===== src/rtl/multicycle_control.sv =====
// multicycle_control
// Moore-style sequencer for a multi-cycle MIPS datapath. Each instruction is
// walked through fetch / decode / execute / memory / write-back steps, and
// every step drives the datapath mux selects, write enables and memory
// strobes. Memory steps stall on MemReady, unknown opcodes set a sticky flag,
// and completed instructions are counted.
//
// Ports:
//   CLK, RESET          clock, synchronous active-high reset
//   opcode[5:0]         instruction[31:26], sampled in DECODE
//   Zero                ALU zero flag, used in BRANCH
//   MemReady            memory handshake for FETCH / MEMREAD / MEMWRITE
//   PCWrite, IorD, MemRead, MemWrite, IRWrite, RegDst, MemtoReg, RegWrite,
//   ALUSrcA, ALUSrcB[1:0], ALUOp[1:0], PCSource[1:0]   datapath controls
//   State[3:0]          current state, for debug
//   IllegalOp           sticky illegal-opcode flag
//   Retired[CNT_W-1:0]  retired-instruction count (wraps)
module multicycle_control #(
  parameter int CNT_W = 16
) (
  input  logic             CLK,
  input  logic             RESET,
  input  logic [5:0]       opcode,
  input  logic             Zero,
  input  logic             MemReady,
  output logic             PCWrite,
  output logic             IorD,
  output logic             MemRead,
  output logic             MemWrite,
  output logic             IRWrite,
  output logic             RegDst,
  output logic             MemtoReg,
  output logic             RegWrite,
  output logic             ALUSrcA,
  output logic [1:0]       ALUSrcB,
  output logic [1:0]       ALUOp,
  output logic [1:0]       PCSource,
  output logic [3:0]       State,
  output logic             IllegalOp,
  output logic [CNT_W-1:0] Retired
);

  typedef enum logic [3:0] {
    S_FETCH    = 4'd0,
    S_DECODE   = 4'd1,
    S_MEMADR   = 4'd2,
    S_MEMREAD  = 4'd3,
    S_MEMWB    = 4'd4,
    S_MEMWRITE = 4'd5,
    S_EXECUTE  = 4'd6,
    S_ALUWB    = 4'd7,
    S_BRANCH   = 4'd8,
    S_JUMP     = 4'd9,
    S_ADDIEX   = 4'd10,
    S_ADDIWB   = 4'd11
  } state_t;

  localparam logic [5:0] OP_RTYPE = 6'd0;
  localparam logic [5:0] OP_J     = 6'd2;
  localparam logic [5:0] OP_BEQ   = 6'd4;
  localparam logic [5:0] OP_ADDI  = 6'd8;
  localparam logic [5:0] OP_LW    = 6'd35;
  localparam logic [5:0] OP_SW    = 6'd43;

  state_t state;
  // Remembers lw vs sw so opcode only has to be looked at in DECODE.
  logic   is_sw;

  always_ff @(posedge CLK) begin
    if (RESET) begin
      state     <= S_FETCH;
      Retired   <= '0;
      IllegalOp <= 1'b0;
      is_sw     <= 1'b0;
    end else begin
      case (state)
        S_FETCH:    if (MemReady) state <= S_DECODE;
        S_DECODE: begin
          is_sw <= (opcode == OP_SW);
          case (opcode)
            OP_RTYPE:     state <= S_EXECUTE;
            OP_LW, OP_SW: state <= S_MEMADR;
            OP_BEQ:       state <= S_BRANCH;
            OP_J:         state <= S_JUMP;
            OP_ADDI:      state <= S_ADDIEX;
            default: begin
              // Unknown opcode is dropped without retiring.
              state     <= S_FETCH;
              IllegalOp <= 1'b1;
            end
          endcase
        end
        S_MEMADR:   state <= is_sw ? S_MEMWRITE : S_MEMREAD;
        S_MEMREAD:  if (MemReady) state <= S_MEMWB;
        S_MEMWRITE: if (MemReady) begin
          state   <= S_FETCH;
          Retired <= Retired + CNT_W'(1);
        end
        S_EXECUTE:  state <= S_ALUWB;
        S_ADDIEX:   state <= S_ADDIWB;
        S_MEMWB, S_ALUWB, S_BRANCH, S_JUMP, S_ADDIWB: begin
          state   <= S_FETCH;
          Retired <= Retired + CNT_W'(1);
        end
        default:    state <= S_FETCH;
      endcase
    end
  end

  assign State = state;

  // Output decode from the state register. Only IRWrite/PCWrite look at
  // inputs (MemReady in FETCH, Zero in BRANCH); RESET blocks the fetch-side
  // writes so nothing loads while reset is held.
  always_comb begin
    PCWrite  = 1'b0;
    IorD     = 1'b0;
    MemRead  = 1'b0;
    MemWrite = 1'b0;
    IRWrite  = 1'b0;
    RegDst   = 1'b0;
    MemtoReg = 1'b0;
    RegWrite = 1'b0;
    ALUSrcA  = 1'b0;
    ALUSrcB  = 2'd0;
    ALUOp    = 2'b00;
    PCSource = 2'd0;
    case (state)
      S_FETCH: begin
        MemRead = 1'b1;
        ALUSrcB = 2'd1;
        IRWrite = MemReady & ~RESET;
        PCWrite = MemReady & ~RESET;
      end
      S_DECODE:   ALUSrcB = 2'd3;
      S_MEMADR: begin
        ALUSrcA = 1'b1;
        ALUSrcB = 2'd2;
      end
      S_MEMREAD: begin
        MemRead = 1'b1;
        IorD    = 1'b1;
      end
      S_MEMWB: begin
        RegWrite = 1'b1;
        MemtoReg = 1'b1;
      end
      S_MEMWRITE: begin
        MemWrite = 1'b1;
        IorD     = 1'b1;
      end
      S_EXECUTE: begin
        ALUSrcA = 1'b1;
        ALUOp   = 2'b10;
      end
      S_ALUWB: begin
        RegWrite = 1'b1;
        RegDst   = 1'b1;
      end
      S_BRANCH: begin
        ALUSrcA  = 1'b1;
        ALUOp    = 2'b01;
        PCSource = 2'd1;
        PCWrite  = Zero;
      end
      S_JUMP: begin
        PCSource = 2'd2;
        PCWrite  = 1'b1;
      end
      S_ADDIEX: begin
        ALUSrcA = 1'b1;
        ALUSrcB = 2'd2;
      end
      S_ADDIWB:   RegWrite = 1'b1;
      default: ;
    endcase
  end

endmodule


===== config.mk =====
export PLATFORM = sky130hd
export DESIGN_NAME = multicycle_control
export DESIGN_NICKNAME = d
export VERILOG_FILES = /design/src/rtl/multicycle_control.sv
export SDC_FILE = /design/constraint.sdc
export NUM_CORES = 1
export LEC_CHECK = 0
export CORE_MARGIN = 5
export CORE_UTILIZATION = 49
export CTS_BUF_LIST = sky130_fd_sc_hd__clkbuf_16
export DETAILED_ROUTE_END_ITERATION = 10
export PLACE_DENSITY = 0.85
export SLEW_MARGIN = 40
export SYNTH_ARGS = -nofsm -noshare
export SYNTH_HDL_FRONTEND = slang
export SYNTH_SLANG_ARGS = --single-unit

===== constraint.sdc =====
create_clock -name CLK -period 3.3 [get_ports CLK]
set_input_delay 0.495 -clock CLK [delete_from_list [all_inputs] [get_ports CLK]]
set_output_delay 0.495 -clock CLK [all_outputs]
set_load 0.05 [all_outputs]

==> summary.txt, run 1 <==
Fin. Hold Viols: 0
Post-synth top flop: dfxtp_1
Die ar.: 4030 um2
Worst-path clk slew: 0.06 ns
syn_area_per_cell: 7.62 um2
leak pwr: 0.621 nW
dpl ws: 0.543 ns
WHS Path Cells: 1
Hold Crit Class: reg -> reg
drc violations: 0
max_cap viols: 0
First-pass DRT Iterations: 4
period utilization: 0.868
DR vias/cell: 6.04
Setup CP Type: reg -> out
Worst Hold End: IllegalOp
setup TNS: 0 ns
RSZ-0062 raised after global routing: no
met1 GRT Util: 0.228
Finished Core Util: 0.692
critical path fanouts, max: 18
crit path DAT: 2.37 ns
cts hold-fix bufs: 0
top post-synthesis cells by area: dfxtp_1, a21oi_1, o31ai_1
Total Routed Length: 3.77 mm
Synth area leader: dfxtp_1
initial antenna violation count: 0
Crit. End Element: output pin
Max Root-Sink Buffers: 2
worst setup path startpoint: State[0]
H-Tree Depth: 1
post-DP HPWL: 2.70 mm
Worst Min Path Start: IllegalOp
GRT busiest layer: met2
Setup Skew: 0.00177 ns
P&R area growth vs syn: 36.1%
hold_ws: 0.476 ns
worst slew pin tran: 0.681 ns
placer's final routability congestion estimate: 0.864
first-pass GRT wire length: 6.28 mm
relative slew slack: 0.545
Worst Slack Setup Final: 0.437 ns
nets@finish: 231
ANT nets after route: 0
sequential-to-total area share from yosys stat: 0.314
I/O Buffers: 45
Critical Path RT: 2.80 ns
Reg2Reg Depth: 4
RR Endpoint: Retired[13]
total CTS buffers: 3
Distinct cells, synth: 38
r2r startpoint: State[1]
Setup Viol. Count Final: 0
Max rail drop VDD: 0.000460 V
DR iter-0 viols: 86
met2 layer usage reported by global route: 0.317
clk sinks: 22
Syn Inst Count: 184
Ant. Diodes: 0
Synth async-reset ratio: 0
CTS tree: yes
via count: 1503
Post-CTS Setup Bufs: 0
All-Layer GR Usage: 0.185
met3 global-route usage: 0.0497
I/O pins: 46
remaining global-route overflow: 0
YS warnings: 0
layout cells sized above 1: 0.0688
Yosys reg bits: 22
die width: 63.5 um
vias in the first global route: 1373
Reg2Reg Setup Slack: 0.95 ns
die height: 63.5 um
status: completed
syn nets: 195
worst skew pair latency: 0.25 ns
core box area: 2760 um2
largest net degree at the start of global routing: 30
Worst setup SP type: flip-flop
wire per inst: 15.1 um
EDFF count, synth: 0
Cell Area, Synth: 1400 um2
root buffer cell: clkbuf_16
post-CTS sizing: 0
max-slew violations: 0
Fmax: 349 MHz
row cnt: 19
Power per Cell Area: 316 nW/um2
initial core utilization: 0.509
min cycle time layout: 2.86 ns
Synth top area share: 0.314
[worst max-delay path: stages (launching register included)]
cell and delay, ns:
dfxtp_1 0.71, nor2b_4 0.34, nand2_1 0.09, a21oi_1 0.14
clkdlybuf4s50_1 0.82
[cell type report]
cell class / count / area, um2
multi-input combinational: 142 / 883
fill: 226 / 848
tap: 31 / 38.8
timing repair buffer: 46 / 453
clock buffer: 3 / 75.1
inverter: 5 / 18.8
sequential: 22 / 440
[cells in the mapped netlist, types with 3 or more instances]
cell,count
nand4_1,4
buf_2,3
o211ai_1,3
or3_1,3
a21oi_1,20
nor2_1,16
o21ai_0,7
nand3_1,6
clkbuf_1,8
buf_1,3
and4_1,3
o31ai_1,12
xor2_1,3
nor3_1,9
dfxtp_1,22
or4_1,12
and3_1,3
inv_1,5
nand2_1,11
nand2b_1,6
[worst max-delay path by stage]
stage / to / slack [ns]
global route: ALUSrcB[1] / 0.30
global placement: Retired[7] / 0.64
floorplan: RegWrite / 0.32
detailed placement: Retired[9] / 0.54
finish: ALUSrcB[1] / 0.44
CTS: ALUSrcB[1] / 0.42
[power breakdown]
group	leakage, nW	switching, mW	total [mW]	internal, mW
sequential	0.178	0.00568	0.274	0.268
clock	0.0370	0.0918	0.252	0.160
combinational	0.406	0.0470	0.0788	0.0318
total	0.621	0.145	0.604	0.460
[per-stage QoR]
stage	instance area (um2)	cells	power (mW)
finish	1910	249	0.604
global route	1910	249	0.626
CTS	1910	249	0.609
detailed placement	1830	246	0.358
global placement	1830	246	0.357
floorplan	1410	184	0.327
[state kept, by name, indices dropped and copies added, names as in the netlist]
name,count
is_sw,1
Retired,16
IllegalOp,1
State,4
[cell families (layout without fill, tap and decap cells)]
kind of cell | after synthesis | in the layout | share of synthesized area
xor gates and xnor gates | 3 | 3 | 0.0187
DFF | 22 | 22 | 0.314
AOI/OAI and AO/OA | 49 | 49 | 0.220
buffers and inverters | 20 | 54 | 0.0616
muxes | 3 | 3 | 0.0223
adders and majority gates | 1 | 1 | 0.00892
and+or+nand+nor | 86 | 86 | 0.354
[cells in the final DEF (no fill, tap or decap), types with 2 or more instances in the layout]
cell type and instances:
clkbuf_16 3, o211ai_1 3, or3_1 3, dfxtp_1 22, inv_1 5, or2_2 2, or4_1 12, nor3_1 9
nand2b_1 6, and4_1 3, o31ai_1 12, nand4_1 4, nor2b_1 2, nor2_1 16, nand2_1 11, buf_4 3
nor2b_4 2, a21oi_1 20, and3_1 3, or3b_2 2, and2_1 2, clkdlybuf4s50_1 43, xor2_1 3, nor3b_1 2
mux2i_1 2, nand3_1 6, o21ai_0 7
[per-layer routing]
metal,part of all wire,vias to the layer above,routed length (um)
li1,-,751,-
met2,0.50,45,1890
met1,0.43,703,1630
met5,0,-,0
met3,0.058,4,218
met4,0.0080,0,30
Note: power is estimated with default switching activity, not from simulation.
==> run 2: changes to the inputs <==
- CTS_BUF_LIST: sky130_fd_sc_hd__clkbuf_16 -> default
- PLACE_DENSITY: 0.85 -> 0.95
- REMOVE_ABC_BUFFERS: default -> 1
==> run 2 against run 1 <==
  * Flip-flop and latch count unchanged
  * Clock-buffer cell count unchanged
  * Design area decreased by 0.85%
  * Critical path depth unchanged
  * Critical path type unchanged
  * Clock power decreased by 17%
  * Wire length decreased by 8.5%
  * Global-route usage decreased by 1.1 points
  * Register-to-register slack about the same
==> summary.txt, run 2 (synthesis results as in run 1) <==
crit path DAT: 2.45 ns (was 2.37 ns)
Max stage delay on crit path: 0.82 ns (about the same)
drc violations: 0 (unchanged)
row cnt: 19 (unchanged)
# fillers: 232 (was 226)
Crit. End Element: output pin (unchanged)
Setup CP Type: reg -> out (unchanged)
dpl ws: 0.574 ns (was 0.543 ns)
post-CTS sizing: 0 (unchanged)
Crit path buffers/inverters: 1 (unchanged)
Largest Register: Retired (unchanged)
Worst-path clk slew: 0.12 ns (was 0.06 ns)
DR iter-0 viols: 73 (was 86)
P&R area growth vs syn: 35.0% (was 36.1%)
Post-CTS Setup Bufs: 0 (unchanged)
Setup Viol. Count Final: 0 (unchanged)
Ant. Diodes: 0 (unchanged)
post-DP HPWL: 2.50 mm (was 2.70 mm)
Max Root-Sink Buffers: 2 (unchanged)
CTS tree: yes (unchanged)
Register Area: 440 um2 (unchanged)
cts hold-fix bufs: 0 (unchanged)
crit-path cells: nor2b_4, nand2_1, a21oi_1, clkdlybuf4s50_1 (unchanged)
Fin. Hold Viols: 0 (unchanged)
total CTS buffers: 3 (unchanged)
most frequent cells in the layout: clkdlybuf4s50_1, dfxtp_1, a21oi_1 (unchanged)
internal power: 0.424 mW (was 0.460 mW)
remaining global-route overflow: 0 (unchanged)
relative slew slack: 0.535 (was 0.545)
Clk pwr share: 0.371 (was 0.417)
worst slew pin tran: 0.696 ns (was 0.681 ns)
initial antenna violation count: 0 (unchanged)
Critical Path RT: 2.80 ns (about the same)
H-Tree Depth: 1 (unchanged)
hold_ws: 0.497 ns (was 0.476 ns)
die height: 63.5 um (unchanged)
net switching share of the total power: 0.246 (was 0.239)
min cycle time layout: 2.94 ns (was 2.86 ns)
vias in the first global route: 1305 (was 1373)
ANT nets after route: 0 (unchanged)
All-Layer GR Usage: 0.174 (was 0.185)
Top delay family on crit path: buffers and inverters (unchanged)
Total Routed Length: 3.45 mm (was 3.77 mm)
RSZ-0062 raised after global routing: no (unchanged)
die width: 63.5 um (unchanged)
first-pass GRT wire length: 6.01 mm (was 6.28 mm)
max reg flops: 16 (unchanged)
Die ar.: 4030 um2 (unchanged)
critical path fanouts, max: 18 (unchanged)
clk sinks: 22 (unchanged)
combinational share of power: 0.143 (was 0.130)
Pwr Total: 0.563 mW (was 0.604 mW)
initial core utilization: 0.509 (unchanged)
Hold Crit Class: reg -> reg (unchanged)
setup TNS: 0 ns (unchanged)
Multi-input gate area: 877 um2 (was 883 um2)
via count: 1469 (was 1503)
Fmax: 340 MHz (was 349 MHz)
Worst setup SP type: flip-flop (unchanged)
Finished Core Util: 0.686 (was 0.692)
largest net degree at the start of global routing: 30 (unchanged)
core box area: 2760 um2 (unchanged)
nets@finish: 231 (unchanged)
root buffer cell: clkbuf_4 (was clkbuf_16)
Max rail drop VDD: 0.000403 V (was 0.000460 V)
layout cells sized above 1: 0.0685 (was 0.0688)
DR vias/cell: 5.88 (was 6.04)
leak pwr: 0.614 nW (was 0.621 nW)
I/O pins: 46 (unchanged)
I/O Buffers: 45 (unchanged)
Setup Skew: 0.000894 ns (was 0.00177 ns)
Power per Cell Area: 297 nW/um2 (was 316 nW/um2)
max_cap viols: 0 (unchanged)
placer's final routability congestion estimate: 0.827 (was 0.864)
Slowest cell on crit path: clkdlybuf4s50_1 (unchanged)
worst skew pair latency: 0.31 ns (was 0.25 ns)
part of the power in registers: 0.486 (was 0.453)
status: completed (unchanged)
commonest non-fill, non-tap cell in the layout: clkdlybuf4s50_1 (unchanged)
period utilization: 0.892 (was 0.868)
wire per inst: 13.8 um (was 15.1 um)
P_sw: 0.138 mW (was 0.145 mW)
Worst Slack Setup Final: 0.358 ns (was 0.437 ns)
First-pass DRT Iterations: 4 (unchanged)
max-slew violations: 0 (unchanged)
-- run 2: cell count changes in the layout (fill, tap and decap cells not counted), sizes merged --
cell,before,now
bufinv,0,1
-- run 2: cell type report --
| type | instances | share of cell area |
|---|---|---|
| multi-input cells | 142 | 0.463 |
| repair buffers | 46 | 0.246 |
| flip-flops and latches | 22 | 0.233 |
| well taps | 31 | 0.0205 |
| clock inverters | 1 | 0.0159 |
| clock buffers | 3 | 0.0119 |
| inverters | 5 | 0.00991 |
-- run 2: power by group through the flow --
stage,sequential (mW),clock [mW],combinational [mW]
2_1_floorplan,0.286,0,0.0356
3_3_place_gp,0.279,0,0.0794
3_5_place_dp,0.279,0,0.0802
4_1_cts,0.273,0.210,0.0805
5_1_grt,0.274,0.224,0.0858
6_report,0.273,0.209,0.0803
-- run 2: metrics by stage --
stage / cells / cell area, um2
after global routing: 250 / 1890
after global placement: 246 / 1840
after detailed placement: 246 / 1840
after CTS: 250 / 1890
final: 250 / 1890
after floorplan: 169 / 1340
-- run 2: layer usage --
metal	GRT usage	vias to the layer above	part of all wire	wire [um]
li1	-	758	-	-
met1	0.237	671	0.47	1610
met2	0.284	34	0.48	1670
met3	0.0284	6	0.034	119
met4	0.0442	0	0.014	49
met5	0	-	0	0
-- run 2: path summary, 6_finish.rpt --
check,cells after the start,startpoint,endpoint,slack (ns)
max reg2reg,4,State[1],Retired[9],0.94
min,1,IllegalOp,IllegalOp,0.50
max,4,State[0],ALUSrcB[1],0.36
min reg2reg,1,IllegalOp,IllegalOp,0.50
-- run 2: worst register-to-register path: cells and delay by family (launching register included) --
family | cells | cell delay (ns)
AOI/OAI and AO/OA | 2 | 0.82
DFF | 1 | 0.79
and+or+nand+nor | 2 | 0.69
==> run 3: changes to the inputs <==
- CORE_UTILIZATION: 49 -> 45
- CTS_CLUSTER_SIZE: default -> 16
- PLACE_DENSITY: 0.95 -> 0.91
==> run 3 against run 2 <==
  * Clock power fell by 27%
  * Wire length up 7.4%
  * Register-to-register slack better by 0.03 ns
  * Largest power group unchanged
  * Global-route usage rose by 0.89 points
  * Clock skew up 0.0074 ns
  * Total power decreased by 10%
  * Sequential share of layout area decreased by 0.092 points
  * Largest cell class unchanged
  * Flip-flop and latch count stayed put
==> summary.txt, run 3 (synthesis results as in run 1) <==
Ant. Diodes: 0 (unchanged)
DP Area: 1860 um2 (was 1840 um2)
min cycle time layout: 2.94 ns (about the same)
Largest Register: Retired (unchanged)
Slowest cell on crit path: clkdlybuf4s50_1 (unchanged)
relative slew slack: 0.558 (was 0.535)
Fin. Hold Viols: 0 (unchanged)
P&R area growth vs syn: 35.5% (was 35.0%)
CTS tree: yes (unchanged)
Hold Crit Class: reg -> reg (unchanged)
Critical Path RT: 2.80 ns (about the same)
post-DP HPWL: 2.57 mm (was 2.50 mm)
row cnt: 20 (was 19)
Worst setup SP type: flip-flop (unchanged)
critical path fanouts, max: 18 (unchanged)
Max stage delay on crit path: 0.82 ns (about the same)
initial core utilization: 0.463 (was 0.509)
Crit. End Element: output pin (unchanged)
Power per Cell Area: 266 nW/um2 (was 297 nW/um2)
vias in the first global route: 1386 (was 1305)
Inst Count DP: 260 (was 246)
max reg flops: 16 (unchanged)
internal power: 0.369 mW (was 0.424 mW)
nets@finish: 232 (was 231)
root buffer cell: clkbuf_4 (unchanged)
Post-CTS Setup Bufs: 0 (unchanged)
Post-Layout Cell Count: 264 (was 250)
Max Root-Sink Buffers: 2 (unchanged)
Total Routed Length: 3.71 mm (was 3.45 mm)
clk sinks: 22 (unchanged)
ANT nets after route: 0 (unchanged)
leak pwr: 0.613 nW (was 0.614 nW)
commonest non-fill, non-tap cell in the layout: clkdlybuf4s50_1 (unchanged)
Fmax: 340 MHz (about the same)
DR vias/cell: 5.75 (was 5.88)
total CTS buffers: 3 (unchanged)
worst skew pair latency: 0.31 ns (about the same)
core box area: 3030 um2 (was 2760 um2)
status: completed (unchanged)
Finished Core Util: 0.628 (was 0.686)
net switching share of the total power: 0.271 (was 0.246)
part of the power in registers: 0.540 (was 0.486)
All-Layer GR Usage: 0.183 (was 0.174)
first-pass GRT wire length: 6.29 mm (was 6.01 mm)
drc violations: 0 (unchanged)
I/O Buffers: 45 (unchanged)
P_sw: 0.137 mW (was 0.138 mW)
I/O pins: 46 (unchanged)
cts hold-fix bufs: 0 (unchanged)
H-Tree Depth: 1 (unchanged)
most frequent cells in the layout: clkdlybuf4s50_1, dfxtp_1, a21oi_1 (unchanged)
crit-path cells: nor2b_4, nand2_1, a21oi_1, clkdlybuf4s50_1 (unchanged)
layout cells sized above 1: 0.0727 (was 0.0685)
Clk pwr share: 0.301 (was 0.371)
remaining global-route overflow: 0 (unchanged)
RSZ-0062 raised after global routing: no (unchanged)
post-CTS sizing: 0 (unchanged)
crit path DAT: 2.45 ns (about the same)
largest net degree at the start of global routing: 30 (unchanged)
wire per inst: 14.0 um (was 13.8 um)
Post-Layout Inst Area: 1900 um2 (was 1890 um2)
die height: 65.8 um (was 63.5 um)
Setup Skew: 0.00834 ns (was 0.000894 ns)
Setup Viol. Count Final: 0 (unchanged)
First-pass DRT Iterations: 5 (was 4)
via count: 1517 (was 1469)
period utilization: 0.891 (was 0.892)
Setup CP Type: reg -> out (unchanged)
Worst-path clk slew: 0.13 ns (was 0.12 ns)
Max rail drop VDD: 0.000231 V (was 0.000403 V)
DR iter-0 viols: 66 (was 73)
max-slew violations: 0 (unchanged)
max_cap viols: 0 (unchanged)
initial antenna violation count: 0 (unchanged)
combinational share of power: 0.159 (was 0.143)
die width: 65.8 um (was 63.5 um)
placer's final routability congestion estimate: 0.858 (was 0.827)
worst slew pin tran: 0.662 ns (was 0.696 ns)
Die ar.: 4330 um2 (was 4030 um2)
## run 3: power groups by stage
stage,Sequential (mW),Combinational [mW],Clock (mW)
after floorplan,0.286,0.0356,0
after global placement,0.279,0.0799,0
after detailed placement,0.279,0.0804,0
after CTS,0.273,0.0808,0.155
after global routing,0.274,0.0866,0.170
final,0.273,0.0805,0.152
## run 3: critical path: cells and delay by family, from the launching register on
kind	cells	cell delay, ns
AO/OA/AOI/OAI	1	0.15
buffers and inverters	1	0.82
flip-flops	1	0.74
AND/OR/NAND/NOR	2	0.42
## run 3: stage by stage
step	worst slack, ns	hold WS [ns]	power, mW	setup TNS [ns]
detailed placement	0.571	0.457	0.360	0
finish	0.359	0.497	0.506	0
global route	0.168	0.515	0.531	0
global placement	0.647	0.461	0.359	0
floorplan	-0.0387	0.450	0.321	-0.0387
CTS	0.366	0.499	0.510	0
## run 3: layout make-up
class / instances / area (um2)
clock buffer: 4 / 36.3
fill: 261 / 1130
inverter: 5 / 18.8
multi-input combinational: 142 / 877
sequential: 22 / 440
tap: 44 / 55.1
timing repair buffer: 47 / 473
## run 3: metal layers
| metal | up-vias | wire length [um] | global-route usage |
|---|---|---|---|
| li1 | 757 | - | - |
| met1 | 714 | 1650 | 0.241 |
| met2 | 38 | 1850 | 0.295 |
| met3 | 8 | 127 | 0.0340 |
| met4 | 0 | 81 | 0.0674 |
| met5 | - | 0 | 0 |
## run 3: final timing paths
| kind | from | to | slack (ns) | cells past startpoint |
|---|---|---|---|---|
| max | State[0] | ALUSrcB[1] | 0.36 | 4 |
| min | Retired[15] | Retired[15] | 0.50 | 2 |
| max reg2reg | State[1] | Retired[5] | 0.97 | 4 |
| min reg2reg | Retired[15] | Retired[15] | 0.50 | 2 |
